<file path="config.mk">
export PLATFORM = sky130hd
export DESIGN_NAME = dsp48e_uint_cmult_unpack
export DESIGN_NICKNAME = d
export VERILOG_FILES = /design/src/rtl/dsp48e_uint_cmult_unpack.sv
export SDC_FILE = /design/constraint.sdc
export NUM_CORES = 1
export LEC_CHECK = 0
export ABC_AREA = 0
export BUFFER_PORTS_ARGS = -buffer_cell sky130_fd_sc_hd__buf_2
export CORE_MARGIN = 3
export CORE_UTILIZATION = 42
export DETAILED_ROUTE_END_ITERATION = 10
export PLACE_DENSITY = 0.6
export SYNTH_ARGS = -nofsm -noshare
export SYNTH_HDL_FRONTEND = slang
export SYNTH_SLANG_ARGS = --single-unit
</file>
<file path="constraint.sdc">
create_clock -name clk -period 4.92 [get_ports clk]
set_input_delay 0.738 -clock clk [delete_from_list [all_inputs] [get_ports clk]]
set_output_delay 0.738 -clock clk [all_outputs]
set_load 0.005 [all_outputs]
</file>
<file path="src/rtl/dsp48e_uint_cmult_unpack.sv">
// rtl/dsp48e_uint_cmult_unpack.sv - unpack DSP48E packed conj(a)*b words and accumulate per window
module dsp48e_uint_cmult_unpack #(
  parameter int BITWIDTH      = 4,
  parameter int DSP_B_WIDTH   = 18,
  parameter int PADDING_WIDTH = DSP_B_WIDTH - 1 - 2*BITWIDTH,
  parameter int FIELD         = BITWIDTH + PADDING_WIDTH,
  parameter int ACC_LEN       = 16,
  parameter int OUT_WIDTH     = 32
) (
  input  logic                 clk,
  input  logic                 rst_n,
  input  logic [47:0]          p_in,
  input  logic                 p_valid,
  input  logic                 sync,
  output logic [OUT_WIDTH-1:0] out_real,
  output logic [OUT_WIDTH-1:0] out_imag,
  output logic                 out_valid,
  output logic                 out_overflow
);

  localparam int HI_W  = 48 - 2*FIELD;
  localparam int IW    = OUT_WIDTH + 1;
  localparam int CNT_W = (ACC_LEN > 1) ? $clog2(ACC_LEN) : 1;
  localparam logic [CNT_W-1:0] CNT_LAST = CNT_W'(ACC_LEN - 1);

  // stage 1: raw fields
  logic [FIELD-1:0] lo_q, lo_d, mid_q, mid_d;
  logic [HI_W-1:0]  hi_q, hi_d;
  logic             v1_q, v1_d, s1_q, s1_d;

  // stage 2: real/imag contributions of one word
  logic [OUT_WIDTH-1:0] real_s_q, real_s_d;
  logic [IW-1:0]        imag_s_q, imag_s_d;
  logic                 v2_q, v2_d, s2_q, s2_d;

  // accumulation and outputs
  logic [OUT_WIDTH-1:0] acc_real_q, acc_real_d, acc_imag_q, acc_imag_d;
  logic [CNT_W-1:0]     cnt_q, cnt_d;
  logic                 ovf_q, ovf_d;
  logic [OUT_WIDTH-1:0] out_real_q, out_real_d, out_imag_q, out_imag_d;
  logic                 out_valid_q, out_valid_d, out_ovf_q, out_ovf_d;

  logic [OUT_WIDTH:0]   sum_real;
  logic [OUT_WIDTH-1:0] imag_add, sum_imag;
  logic                 imag_ovf, load_ovf, ovf_new;
  logic [CNT_W-1:0]     cnt_eff;
  logic                 ovf_eff;

  always_comb begin
    lo_d  = p_in[FIELD-1:0];
    mid_d = p_in[2*FIELD-1:FIELD];
    hi_d  = p_in[47:2*FIELD];
    v1_d  = p_valid;
    s1_d  = sync;

    real_s_d = OUT_WIDTH'(mid_q);
    imag_s_d = IW'(hi_q) - IW'(lo_q);
    v2_d     = v1_q;
    s2_d     = s1_q;
  end

  always_comb begin
    acc_real_d  = acc_real_q;
    acc_imag_d  = acc_imag_q;
    cnt_d       = cnt_q;
    ovf_d       = ovf_q;
    out_real_d  = out_real_q;
    out_imag_d  = out_imag_q;
    out_ovf_d   = out_ovf_q;
    out_valid_d = 1'b0;

    imag_add = imag_s_q[OUT_WIDTH-1:0];
    sum_real = {1'b0, acc_real_q} + {1'b0, real_s_q};
    sum_imag = acc_imag_q + imag_add;
    imag_ovf = (acc_imag_q[OUT_WIDTH-1] == imag_add[OUT_WIDTH-1]) &&
               (sum_imag[OUT_WIDTH-1] != acc_imag_q[OUT_WIDTH-1]);
    // a difference that does not fit the output width is already an overflow
    load_ovf = imag_s_q[OUT_WIDTH] ^ imag_s_q[OUT_WIDTH-1];

    // sync restarts the window before this word is considered
    cnt_eff = s2_q ? '0 : cnt_q;
    ovf_eff = s2_q ? 1'b0 : ovf_q;
    ovf_new = ovf_eff;
    if (s2_q) begin
      cnt_d = '0;
      ovf_d = 1'b0;
    end

    if (v2_q) begin
      if (cnt_eff == '0) begin
        acc_real_d = real_s_q;
        acc_imag_d = imag_add;
        ovf_new    = load_ovf;
      end else begin
        acc_real_d = sum_real[OUT_WIDTH-1:0];
        acc_imag_d = sum_imag;
        ovf_new    = ovf_eff | sum_real[OUT_WIDTH] | imag_ovf | load_ovf;
      end

      if (cnt_eff == CNT_LAST) begin
        out_real_d  = acc_real_d;
        out_imag_d  = acc_imag_d;
        out_ovf_d   = ovf_new;
        out_valid_d = 1'b1;
        cnt_d       = '0;
        ovf_d       = 1'b0;
      end else begin
        cnt_d = cnt_eff + CNT_W'(1);
        ovf_d = ovf_new;
      end
    end
  end

  always_ff @(posedge clk or negedge rst_n) begin
    if (!rst_n) begin
      lo_q        <= '0;
      mid_q       <= '0;
      hi_q        <= '0;
      v1_q        <= 1'b0;
      s1_q        <= 1'b0;
      real_s_q    <= '0;
      imag_s_q    <= '0;
      v2_q        <= 1'b0;
      s2_q        <= 1'b0;
      acc_real_q  <= '0;
      acc_imag_q  <= '0;
      cnt_q       <= '0;
      ovf_q       <= 1'b0;
      out_real_q  <= '0;
      out_imag_q  <= '0;
      out_valid_q <= 1'b0;
      out_ovf_q   <= 1'b0;
    end else begin
      lo_q        <= lo_d;
      mid_q       <= mid_d;
      hi_q        <= hi_d;
      v1_q        <= v1_d;
      s1_q        <= s1_d;
      real_s_q    <= real_s_d;
      imag_s_q    <= imag_s_d;
      v2_q        <= v2_d;
      s2_q        <= s2_d;
      acc_real_q  <= acc_real_d;
      acc_imag_q  <= acc_imag_d;
      cnt_q       <= cnt_d;
      ovf_q       <= ovf_d;
      out_real_q  <= out_real_d;
      out_imag_q  <= out_imag_d;
      out_valid_q <= out_valid_d;
      out_ovf_q   <= out_ovf_d;
    end
  end

  assign out_real     = out_real_q;
  assign out_imag     = out_imag_q;
  assign out_valid    = out_valid_q;
  assign out_overflow = out_ovf_q;

endmodule
</file>
## After elaboration in Yosys (flattened, before gate mapping)

Index checks and enable logic that the tools add are counted.
W data, S select, Z words.

- Memories kept: 0
- Word-level logic and storage cells: 42
- Memory bits (read-only): 0
- Input port bits: 52
- Output and inout port bits: 66
- Bits in latches: 0
- Bits in registers: 223
- RAM bits: 0

- Equal/unequal tests: 3
- Muxes and demuxes: 11
- Shifts and indexed selects: 0
- Div/mod/pow operators: 0
- $mul: 0
- Reductions and logical operators: 3
- Bitwise logic cells: 4
- Add/subtract/negate cells: 4
- Order comparisons: 0

Operators with widths:

| operator | number |
|---|---|
| $mux W32 | 2 |
| $add A32 B13 Y33 | 1 |
| $add A32 B32 Y32 | 1 |
| $sub A22 B13 Y23 | 1 |
| $mux W4 | 3 |
| $mux W1 | 6 |
| $add A4 B1 Y4 const B | 1 |
| $eq A4 B4 Y1 const B | 1 |
| $logic_not A4 Y1 | 1 |
| $or A1 B1 Y1 | 3 |
| $reduce_and A2 Y1 | 1 |
| $eq A1 B1 Y1 | 1 |
| $logic_and A1 B1 Y1 | 1 |
| $ne A1 B1 Y1 | 1 |
| $xor A1 B1 Y1 | 1 |

## Longest topological paths before layout

- Depth after elaboration: 8
- Mapped depth: 12
- Mapped depth without buffers: 12

## Least setup slack after synthesis

No wires, ideal clock.

- Path kind: register to register
- Start: register, netlist name imag_s_q[22]
- End: register out_ovf_q, in the netlist out_overflow
- Clock period less this slack: 2.833 ns
- Cell stages (with the launch flop): 12
- Path slack: 2.087 ns
- Library setup time: 0.125 ns
- Buffers on the path: 1
- Data required time: 4.795 ns
- Arrival: 2.708 ns
- Path through: dfrtp_1 ha_1 buf_2 a21o_1 a21o_1 a21o_1 a211oi_1 o21ai_0 o221ai_2 mux2i_1 nand3_1 mux2_2

- Longest elaborated chain between the ends: 6
- Elaborated cells on any way between the ends: 8
- Those cells by class: add/sub: 1; eq/ne: 2; mux: 1; bitwise: 3; reduce/logical: 1

RTL lines:

| element | RTL line | text |
|---|---|---|
| $add A32 B32 Y32 | 74 | `sum_imag = acc_imag_q + imag_add;` |
| $ne A1 B1 Y1 | 76 | `(sum_imag[OUT_WIDTH-1] != acc_imag_q[OUT_WIDTH-1]);` |
| $logic_and A1 B1 Y1 | 75 | `imag_ovf = (acc_imag_q[OUT_WIDTH-1] == imag_add[OUT_WIDTH-1]) &&` |
| $or A1 B1 Y1 (2 in series) | 97 | `ovf_new = ovf_eff \| sum_real[OUT_WIDTH] \| imag_ovf \| load_ovf;` |
| $mux W1 (*) | 90 | `if (cnt_eff == '0) begin` |
| to (signal assigned) | 150 | `out_ovf_q <= out_ovf_d;` |
| to (decl) | 41 | `logic out_valid_q, out_valid_d, out_ovf_q, out_ovf_d;` |

Mark *: on every way between the ends. The rest lies on a longest branch, timed or not.
A chain may end at the register's enable or synchronous reset.

## Worst setup path in the final report

- Start: register, netlist name imag_s_q[22]
- End: register out_ovf_q, in the netlist out_overflow

- Longest elaborated chain between the ends: 6
- Elaborated cells on any way between the ends: 8
- Those cells by class: add/sub: 1; eq/ne: 2; mux: 1; bitwise: 3; reduce/logical: 1

RTL lines:

| element | RTL line |
|---|---|
| $add A32 B32 Y32 | 74 |
| $ne A1 B1 Y1 | 76 |
| $logic_and A1 B1 Y1 | 75 |
| $or A1 B1 Y1 (2 in series) | 97 |
| $mux W1 (*) | 90 |

Marks and branches as above.

==> impl_metrics.yaml <==
logic_synthesis:
  ys_seq_area_share_pct: 50.6
  synth_edf_count: 0
  netlist_area_um2: 11000
  synth.avg_cell_area_um2: 9.87
  synth_top_area_share_pct: 50.6
  synth_cell_types: 63
  synth_flop_cell: "dfrtp_1"
  yosysTopAreaCell: "dfrtp_1"
  netlist_instances: 1117
  synth_area_leaders: "dfrtp_1 51%, ha_1 6.7%, nand2_1 5.1%"
  synthArstFlopShare_pct: 100
  ys_warn_count: 0
  synth_nets: 1231
  synth-seq-cells: 223
timing:
  timing.fmax_ghz: 0.306
  finalSetupTns_ps: 0
  skew_ps: 13.5
  slew_headroom_pct: 27.5
  period_needed_ps: 3270
  fin_ws_ps: 1650
  worstMarginPinSlew_ps: 1090
  rsz0062_at_grt: "no"
  setup_viol: 0
  slew_violations: 0
  fin_crit_sh_pct: 66.4
  final-hold-violation-count: 0
layout:
  fillCellCount: 2397
  fin_nets: 1335
  final_core_util_pct: 50.0
  area_growth_pct: 15.6
  drive_gt1_share_pct: 15.3
  stdcell_area_um2: 12700
  antennaDiodeCount: 0
pwr:
  p_sw_share_pct: 31.7
  combPwrFrac_pct: 28.4
  netSwitchingPower_mw: 1.74
  powerDensity_nw_per_um2: 429
  p_total_mw: 5.47
  max-vdd-ir-drop_uv: 283
  p_leak_nw: 6.16
  seq_power_share_pct: 38.3
  pwr-share-clk_pct: 33.3
  p_int_mw: 3.73
clock_network:
  cts_sinks: 223
  cts_tree: "yes"
  cts_root_buf: "clkbuf_16"
  clk_path_buf_depth: 3
  cts-hold-fix-buffers: 0
  insertion_delay_ps: 520
  numCtsBuffers: 25
  cts_resized: 0
  cts_max_level: 1
  post-cts-setup-buffer-count: 0
  clkTransAtPathRegs_ps: 60
floorplanning:
  placement_rows: 58
  die_w_um: 168
  die_area_um2: 28200
  die_h_um: 168
  initial_core_util_pct: 43.3
  boundaryPins: 118
  core_area_um2: 25500
detailed_routing:
  ant_nets: 0
  post_drt_via_cell_ratio: 5.21
  route.detailed.drc: 0
  wl_met2_um: 11100
  dr_total_vias: 8165
  wirelength_met1_um: 11200
  drt-initial-drc-count: 475
  topRoutingLayerUsed: "met4"
  wl_met3_um: 893
  dr.pass1.iters: 4
  drt_wl_total_um: 23600
  post_drt_wl_per_cell_um: 15.0
hold_path:
  hold_class: "in -> async"
global_routing:
  track_usage_pct: 16.7
  overflow: 0
  grt_pass1_wl_um: 39700
  grt_antenna_before_repair: 0
  grt_max_degree: 118
  grt_pass1_vias: 7910
worst_setup_path:
  cp.arrival_ps: 3670
  critical_path.startpoint_type: "flip-flop"
  end_kind: "flip-flop"
  crit_fanout: 17
  critPathRequiredTime_ps: 5320
  critPathKind: "reg -> reg"
job:
  max_cap_violations: 0
place:
  routabilityCongestion: 0.856
  preCtsSetupSlack_ps: 1680
  dp_hpwl_um: 16100
  portBuffers: 117
  placed_area_um2: 11900
status:
  outcome: "completed"
[power groups by stage]
stage	clock, mW	sequential (mW)	combinational (mW)
CTS	1.89	2.09	1.56
detailed placement	0	2.13	1.55
global route	1.96	2.12	1.76
global placement	0	2.12	1.53
finish	1.82	2.09	1.55
floorplan	0	2.09	1.21
[synth_stat cells (3+ instances only)]
| master | instances |
|---|---|
| o21bai_1 | 9 |
| clkbuf_1 | 37 |
| o31ai_1 | 10 |
| and2_1 | 6 |
| a21oi_1 | 78 |
| buf_1 | 4 |
| nand2_1 | 150 |
| inv_1 | 40 |
| nor4_1 | 6 |
| or3_1 | 11 |
| nor2b_1 | 11 |
| a22o_1 | 10 |
| mux2_2 | 7 |
| ha_1 | 59 |
| a211o_1 | 4 |
| a21oi_2 | 5 |
| nor2_1 | 98 |
| a211oi_1 | 8 |
| mux2i_1 | 7 |
| nand3_1 | 11 |
| o21ai_1 | 3 |
| xor2_1 | 22 |
| fa_1 | 3 |
| o211ai_1 | 4 |
| nor3_1 | 5 |
| buf_2 | 5 |
| xnor2_1 | 52 |
| and3_1 | 14 |
| dfrtp_1 | 223 |
| a21boi_0 | 6 |
| o21ai_0 | 107 |
| a21o_1 | 25 |
| o21a_1 | 9 |
| nand4b_1 | 4 |
| nand2b_1 | 6 |
| nand4_1 | 7 |
| a31oi_1 | 18 |
[layout by cell type, fill, tap and decap left out, types with 18 or more instances in the layout]
cell and instances:
nand2_1 150, a31oi_1 18, inv_1 40, nor2_1 98
buf_2 116, xor2_1 22, dfrtp_1 222, ha_1 59
clkbuf_16 25, xnor2_1 52, a21o_1 25, o21ai_0 106
a21oi_1 78
[cell type report]
cell class | count | area [um2] | area share, %
clock inverter | 7 | 66.3 | 0.520
tap | 330 | 413 | 3.24
inverter | 40 | 150 | 1.18
timing repair buffer | 124 | 661 | 5.18
sequential | 223 | 5580 | 43.8
multi-input combinational | 807 | 5120 | 40.2
clock buffer | 37 | 751 | 5.89
[worst max-delay path, stage by stage, from the launching register on]
cell and delay [ps]:
dfrtp_1 700, ha_1 440, a21o_1 270, a21o_1 190, a21o_1 200, a211oi_1 280
o21ai_0 150, o221ai_2 310, mux2i_1 230, nand3_1 100, mux2_2 270
[per-layer routing]
metal,vias up,track usage [%]
li1,4112,-
met1,3894,23.4
met2,129,27.5
met3,30,2.54
met4,0,3.74
met5,-,0
[path summary, 6_finish.rpt]
check                              from            to  slack [ps]  cells past startpoint
min in group clk               p_in[27]       hi_q[1]         320                      1
min reg2reg                   mid_q[12]  real_s_q[12]         340                      0
min                               rst_n  out_imag[12]         200                      1
max                        imag_s_q[22]  out_overflow        1650                     10
max in group asynchronous         rst_n       hi_q[6]        3690                      2
max reg2reg                imag_s_q[22]  out_overflow        1650                     10
[kinds of logic after synthesis]
family	count (synthesis)	synth area share [%]
xor gates and xnor gates	74	5.88
adders and majority gates	62	7.24
and+or+nand+nor	334	13.3
buffers and inverters	87	3.03
AOI/OAI and AO/OA	323	18.5
muxes	14	1.35
DFF	223	50.6
[metrics by stage]
stage / cells / hold WS [ps]
finish: 1568 / 198
detailed placement: 1524 / 335
global route: 1568 / 237
floorplan: 1117 / 331
CTS: 1568 / 219
global placement: 1524 / 333
[flip-flops by register name (all words and copies together), names as in the netlist]
register      count
v1_q              1
cnt_q             4
out_overflow      1
out_valid         1
s1_q              1
out_real         32
acc_imag_q       32
s2_q              1
hi_q             22
imag_s_q         23
ovf_q             1
out_imag         32
acc_real_q       32
mid_q            13
real_s_q         13
v2_q              1
lo_q             13
(Power assumes the default switching activity.)
